## src/rtl/sec_lvl_initiator.sv

```systemverilog
// Security-level register initiator: writes the requested level to a bus
// target, optionally reads it back, and retries on timeout or mismatch.
module sec_lvl_initiator #(
    parameter logic [31:0] TARGET_ADDR    = 32'h0,
    parameter int          TIMEOUT_CYCLES = 16,
    parameter int          MAX_RETRIES    = 2
) (
    input  logic        clk_i,
    input  logic        rst_i,
    input  logic        cmd_valid_i,
    output logic        cmd_ready_o,
    input  logic        cmd_level_i,
    input  logic        cmd_verify_i,
    output logic        done_o,
    output logic        err_o,
    output logic        level_o,
    output logic        req_o,
    output logic        we_o,
    output logic [3:0]  be_o,
    output logic [31:0] addr_o,
    output logic        wdata_o,
    input  logic        rvalid_i,
    input  logic        rdata_i
);

    localparam int TW = $clog2(TIMEOUT_CYCLES + 1);
    localparam int RW = (MAX_RETRIES > 0) ? $clog2(MAX_RETRIES + 1) : 1;

    typedef enum logic [2:0] {
        S_IDLE,
        S_WR_REQ,
        S_WR_WAIT,
        S_RD_REQ,
        S_RD_WAIT
    } state_t;

    state_t          r_state;
    logic            r_lvl;
    logic            r_ver;
    logic [RW-1:0]   r_retry;
    logic [TW-1:0]   r_wcnt;
    logic            r_req;
    logic            r_we;
    logic [3:0]      r_be;
    logic            r_wdata;
    logic            r_done;
    logic            r_err;
    logic            r_level;

    logic            w_wait;
    logic            w_tmo;
    logic            w_ok;
    logic            w_fail;
    logic            w_to_rd;
    logic            w_can_retry;

    // A response in the timeout cycle takes priority over the timeout.
    always_comb begin
        w_wait      = (r_state == S_WR_WAIT) || (r_state == S_RD_WAIT);
        w_tmo       = w_wait && !rvalid_i && (r_wcnt == TW'(TIMEOUT_CYCLES));
        w_ok        = ((r_state == S_WR_WAIT) && rvalid_i && !r_ver) ||
                      ((r_state == S_RD_WAIT) && rvalid_i && (rdata_i == r_lvl));
        w_fail      = w_tmo ||
                      ((r_state == S_RD_WAIT) && rvalid_i && (rdata_i != r_lvl));
        w_to_rd     = (r_state == S_WR_WAIT) && rvalid_i && r_ver;
        w_can_retry = (r_retry < RW'(MAX_RETRIES));
    end

    always_ff @(posedge clk_i or posedge rst_i) begin
        if (rst_i) begin
            r_state <= S_IDLE;
            r_lvl   <= 1'b0;
            r_ver   <= 1'b0;
            r_retry <= '0;
            r_wcnt  <= '0;
            r_req   <= 1'b0;
            r_we    <= 1'b0;
            r_be    <= 4'b0000;
            r_wdata <= 1'b0;
            r_done  <= 1'b0;
            r_err   <= 1'b0;
            r_level <= 1'b0;
        end else begin
            r_req   <= 1'b0;
            r_we    <= 1'b0;
            r_be    <= 4'b0000;
            r_wdata <= 1'b0;
            r_done  <= 1'b0;
            r_err   <= 1'b0;
            if (r_state == S_IDLE) begin
                if (cmd_valid_i) begin
                    r_lvl   <= cmd_level_i;
                    r_ver   <= cmd_verify_i;
                    r_retry <= '0;
                    r_state <= S_WR_REQ;
                    r_req   <= 1'b1;
                    r_we    <= 1'b1;
                    r_be    <= 4'b0001;
                    r_wdata <= cmd_level_i;
                end
            end else if (w_ok) begin
                r_state <= S_IDLE;
                r_done  <= 1'b1;
                r_level <= r_lvl;
            end else if (w_fail) begin
                if (w_can_retry) begin
                    r_retry <= r_retry + 1'b1;
                    r_state <= S_WR_REQ;
                    r_req   <= 1'b1;
                    r_we    <= 1'b1;
                    r_be    <= 4'b0001;
                    r_wdata <= r_lvl;
                end else begin
                    r_state <= S_IDLE;
                    r_done  <= 1'b1;
                    r_err   <= 1'b1;
                end
            end else if (w_to_rd) begin
                r_state <= S_RD_REQ;
                r_req   <= 1'b1;
                r_be    <= 4'b0001;
            end else begin
                unique case (r_state)
                    S_WR_REQ: begin
                        r_state <= S_WR_WAIT;
                        r_wcnt  <= '0;
                    end
                    S_RD_REQ: begin
                        r_state <= S_RD_WAIT;
                        r_wcnt  <= '0;
                    end
                    S_WR_WAIT, S_RD_WAIT: r_wcnt <= r_wcnt + 1'b1;
                    default: r_state <= S_IDLE;
                endcase
            end
        end
    end

    assign cmd_ready_o = (r_state == S_IDLE);
    assign done_o      = r_done;
    assign err_o       = r_err;
    assign level_o     = r_level;
    assign req_o       = r_req;
    assign we_o        = r_we;
    assign be_o        = r_be;
    assign addr_o      = TARGET_ADDR;
    assign wdata_o     = r_wdata;

endmodule

```

## config.mk

```make
export PLATFORM = sky130hd
export DESIGN_NAME = sec_lvl_initiator
export DESIGN_NICKNAME = d
export VERILOG_FILES = /design/src/rtl/sec_lvl_initiator.sv
export SDC_FILE = /design/constraint.sdc
export NUM_CORES = 1
export LEC_CHECK = 0
export ABC_AREA = 1
export BUFFER_PORTS_ARGS = -buffer_cell sky130_fd_sc_hd__buf_2
export CAP_MARGIN = 5
export CORE_MARGIN = 4
export CORE_UTILIZATION = 50
export DETAILED_ROUTE_END_ITERATION = 8
export PLACE_DENSITY = 0.84
export SLEW_MARGIN = 0
export SYNTH_ARGS = -nofsm -noshare
export SYNTH_HDL_FRONTEND = slang
export SYNTH_SLANG_ARGS = --single-unit
```

## constraint.sdc

```tcl
create_clock -name clk_i -period 4.4 [get_ports clk_i]
set_clock_uncertainty 0.1 [all_clocks]
set_input_delay 0.88 -clock clk_i [delete_from_list [all_inputs] [get_ports clk_i]]
set_output_delay 0.88 -clock clk_i [all_outputs]
set_load 0.05 [all_outputs]
```

**Yosys cells after proc, flatten, opt, wreduce, memory -nomap -nowiden**

Index checks and enable logic that the tools add are counted.

- Flip-flop bits (word level): 22
- Word-level logic and storage cells: 92
- Output and inout port bits: 43

- Eq/ne operators: 10
- Add/sub/neg operators: 2
- Reduce and logical (&&, ||, !) cells: 24
- $lt $le $gt $ge: 1
- Bitwise logic cells: 4
- Multiplexer cells: 39

Operator list:

| cell | count |
|---|---|
| $mux W1 | 24 |
| $mux W3 | 5 |
| $mux W4 | 3 |
| $mux W2 | 5 |
| $pmux W5 S2 | 1 |
| $pmux W3 S3 | 1 |
| $logic_and A1 B1 Y1 | 8 |
| $eq A3 B2 Y1 const B | 2 |
| $reduce_and A2 Y1 | 3 |
| $reduce_bool A2 Y1 | 3 |
| $add A5 B1 Y5 const B | 1 |
| $eq A5 B5 Y1 const B | 1 |
| $ne A5 B5 Y1 const B | 1 |
| $reduce_and A5 Y1 | 1 |
| $ne A2 B2 Y1 const B | 2 |
| $not A1 Y1 | 4 |
| $reduce_and A4 Y1 | 1 |
| $reduce_or A2 Y1 | 2 |
| $eq A3 B1 Y1 const B | 1 |
| $eq A3 B3 Y1 const B | 1 |
| $logic_not A3 Y1 | 1 |
| $logic_or A1 B1 Y1 | 3 |
| $add A2 B1 Y2 const B | 1 |
| $logic_not A1 Y1 | 2 |
| 3 further kinds | 3 |

**Logic depth before layout (Yosys ltp)**

- Depth after elaboration: 8
- Mapped depth: 11
- Depth with buffers taken out: 11

**Worst setup path after synthesis**

No wires, ideal clock.

- Path type: register to output
- Start point: register r_state[1]
- End point: output cmd_ready_o
- Buffers on the path: 0
- Path slack: 2157 ps
- Data required time: 3420 ps
- Stages on the path, launching flop included: 4
- Arrival time: 1263 ps
- Cell sequence: dfrtp_1 -> inv_1 -> nand2_1 -> nor2_1

- Cells in the longest elaborated chain, start to end: 1

Ends and longest elaborated chain:

| element | line | RTL |
|---|---|---|
| start: declaration | 37 | `state_t r_state;` |
| start signal: assignment | 71 | `r_state <= S_IDLE;` |
| start signal: assignment | 95 | `r_state <= S_WR_REQ;` |
| start signal: assignment | 102 | `r_state <= S_IDLE;` |
| $logic_not A3 Y1 | 139 | `assign cmd_ready_o = (r_state == S_IDLE);` |
| end: declaration | 11 | `output logic cmd_ready_o,` |

Every way passes these cells.

**Worst setup path after layout**

Same ends and word-level chain as after synthesis.

==> impl_metrics.env <==
export IMPL_tritoncts="built"
export IMPL_rsz0062_at_grt="false"
export IMPL_timing_rr_start="r_state[2]"
export IMPL_port_buffer_count=14
export IMPL_worst_slew_pin_transition_ps=663.7
export IMPL_grt_max_degree=19
export IMPL_place_area_um2=1104
export IMPL_drive_gt1_share_pct=13.38
export IMPL_fp_dieW_um=55.77
export IMPL_p_comb_share_pct=53.9
export IMPL_slowest_stage="dfrtp_1"
export IMPL_critical_path_max_fanout=7
export IMPL_synthAdderAreaFrac_pct=2.193
export IMPL_htree_levels=1
export IMPL_powerDensity_nw_per_um2=654.1
export IMPL_grt_pass1_vias=778
export IMPL_netlist_instances=142
export IMPL_start_util_pct=52.08
export IMPL_critPathLaunchType="flop"
export IMPL_synth_area_um2=1141
export IMPL_ctsLongestPathBuffers=2
export IMPL_grt_usage_pct=13.33
export IMPL_internal_power_uw=333.4
export IMPL_synth_edf_count=0
export IMPL_post_route_period_util_pct=54.91
export IMPL_cts_inserted_buffers=3
export IMPL_ioPinCount=50
export IMPL_synthesis_yosys_warnings=0
export IMPL_largest_reg_flops=5
export IMPL_crit_type="flop to output port"
export IMPL_drc=0
export IMPL_cp_arrival_ps=1440
export IMPL_r2r_end="r_wcnt[0]"
export IMPL_die_y_um=55.77
export IMPL_ctsHoldBuffers=0
export IMPL_synth_top_family_by_area="buffers and inverters"
export IMPL_setup_tns_ps=0
export IMPL_worstSetupStartpoint="r_state[1]"
export IMPL_numClockSinks=18
export IMPL_synth_cell_types=20
export IMPL_clock_latency_ps=300
export IMPL_ys_flop_type="dfrtp_1"
export IMPL_worstPathRequired_ps=3420
export IMPL_post_route_min_period_ps=2416
export IMPL_postRouteAntennaNets=0
export IMPL_cp_end_kind="output port"
export IMPL_dp_hpwl_um=1571
export IMPL_diodes=0
export IMPL_drtIter0Drc=13
export IMPL_ff2ff_path_depth=7
export IMPL_hold_start="r_retry[0]"
export IMPL_grt_overflow_total=0
export IMPL_drv_cap=0
export IMPL_finalMaxSlewViolations=0
export IMPL_holdPathEnd="r_retry[0]"
export IMPL_multi_input_area_um2=488.0
export IMPL_drt_pass1_iter_count=4
export IMPL_critPathTopFamily="flip-flops"
export IMPL_synth_area_mux_share_pct=0
export IMPL_synthToLayoutAreaGrowth_pct=-1.316
export IMPL_power_frac_seq_pct=35.1
export IMPL_synth_area_per_cell_um2=8.036
export IMPL_grt_pass1_wl_um=3318
export IMPL_routed_wl_um=1953
export IMPL_reg2reg_slack_ps=2680
export IMPL_fill_cells=221
export IMPL_clkTransAtPathRegs_ps=100
export IMPL_maxSlewHeadroom_pct=55.71
export IMPL_ctsRootBufferMaster="clkbuf_4"
export IMPL_avgRoutedWirePerCell_um=10.56
export IMPL_seq_area_frac_synth_pct=39.47
export IMPL_cts_resized_gates=0
export IMPL_die_area_um2=3110
export IMPL_crit_chain="inv_1, nand2_1, nor2_1, buf_2"
export IMPL_num_vias=835
export IMPL_synth_compound_area_share_pct=7.346
export IMPL_top_register="r_wcnt"
export IMPL_place_inst=182
export IMPL_postLayoutCellArea_um2=1126
export IMPL_cpPeakStageDelay_ps=460
export IMPL_avgViaCountPerCell=4.514
export IMPL_seq_area_um2=450.4
export IMPL_clockPowerShare_pct=11.0
export IMPL_stdcell_count=185
export IMPL_fin_nets=168
export IMPL_synthArstFlopShare_pct=100.0
export IMPL_max_freq_mhz=413.9
export IMPL_p_sw_share_pct=54.74
export IMPL_biggestRegsByFlops="r_wcnt x5, r_state x3, r_retry x2"
export IMPL_ys_ff_latch=18
export IMPL_status="complete, no violations"
export IMPL_antenna_found_initial=0
export IMPL_leakage_uw=0.0006452
export IMPL_hp_class="flop to flop"
export IMPL_p_total_uw=736.6
export IMPL_worst_path_buf_inv=2
export IMPL_rows=17
export IMPL_synth_xor_area_share_pct=2.303
export IMPL_holdPathStages=1
export IMPL_synthSimpleGateAreaFrac_pct=19.41
export IMPL_post_cts_buffers=0
export IMPL_setup_viol=0
export IMPL_max_vdd_ir_drop_uv=323.3
export IMPL_p_sw_uw=403.2
export IMPL_hold_viol=0
export IMPL_gp_congestion=0.7996
export IMPL_core_region_area_um2=2191
area by class of cell:
type                            instances  area share, %
Multi-Input combinational cell        106          43.33
Sequential cell                        18          40.00
Timing Repair Buffer                   14          6.222
Inverter                               16          5.333
Tap cell                               28          3.111
Clock buffer                            3          2.000
per-layer routing:
metal | global-route usage [%] | part of all wire, %
met5 | 0 | 0
met4 | 9.375 | 3.6
met1 | 14.51 | 38
met2 | 23.14 | 51
met3 | 2.320 | 7.5
cell usage after synthesis, types with 2 or more instances:
master | count | area [um2]
a21oi_1 | 2 | 10.01
buf_4 | 36 | 270.3
nand3_1 | 9 | 45.04
ha_1 | 2 | 25.02
nor2_1 | 8 | 30.03
o21ai_0 | 12 | 60.06
dfrtp_1 | 18 | 450.4
xor2_1 | 2 | 17.52
inv_1 | 16 | 60.06
nand2_1 | 27 | 101.4
cell usage in the layout (no fill, tap or decap), types with 2 or more instances in the layout:
cell type and count:
clkbuf_4 3, nand3_1 9, nor2_1 8, inv_1 16, dfrtp_1 18, ha_1 2, xor2_1 2, nand2_1 27
o21ai_0 12, buf_2 14, conb_1 35, a21oi_1 2
per-stage QoR:
step	setup slack, ps	hold WS, ps	util [%]
after floorplan	2157	360.1	-
after global placement	2351	380.5	50.37
after detailed placement	2256	394.6	50.37
after CTS	1968	411.6	51.40
after global routing	1871	464.4	51.40
final	1984	415.8	51.40
logic make-up (layout without fill, tap and decap cells):
family,count (synthesis),after routing
other,1,35
buffers and inverters,52,33
adders and majority gates,2,2
DFF,18,18
AOI/OAI and AO/OA,16,16
xor gates and xnor gates,3,3
and+or+nand+nor,50,50
worst max-delay path by stage:
stage,to,slack [ps],cells after the start
2_1_floorplan,cmd_ready_o,2160,3
3_3_place_gp,cmd_ready_o,2350,4
3_5_place_dp,r_wcnt[0],2260,8
4_1_cts,cmd_ready_o,1970,4
5_1_grt,cmd_ready_o,1870,4
6_report,cmd_ready_o,1980,4
power by group through the flow:
stage | Combinational [uW] | Sequential [uW] | Clock (uW)
after floorplan | 290 | 314 | 0
after global placement | 381 | 256 | 0
after detailed placement | 397 | 262 | 0
after CTS | 399 | 258 | 84.2
after global routing | 436 | 265 | 93.8
final | 397 | 259 | 80.7
worst reg2reg max path, stage by stage (launching register included):
cell and delay, ps:
dfrtp_1 460, nor2_1 150, nand2_1 110, nor3_1 350, nor2_4 90, nand3_1 180
nand2_1 70, o21ai_0 100
Power figures use the tool's default switching activity.
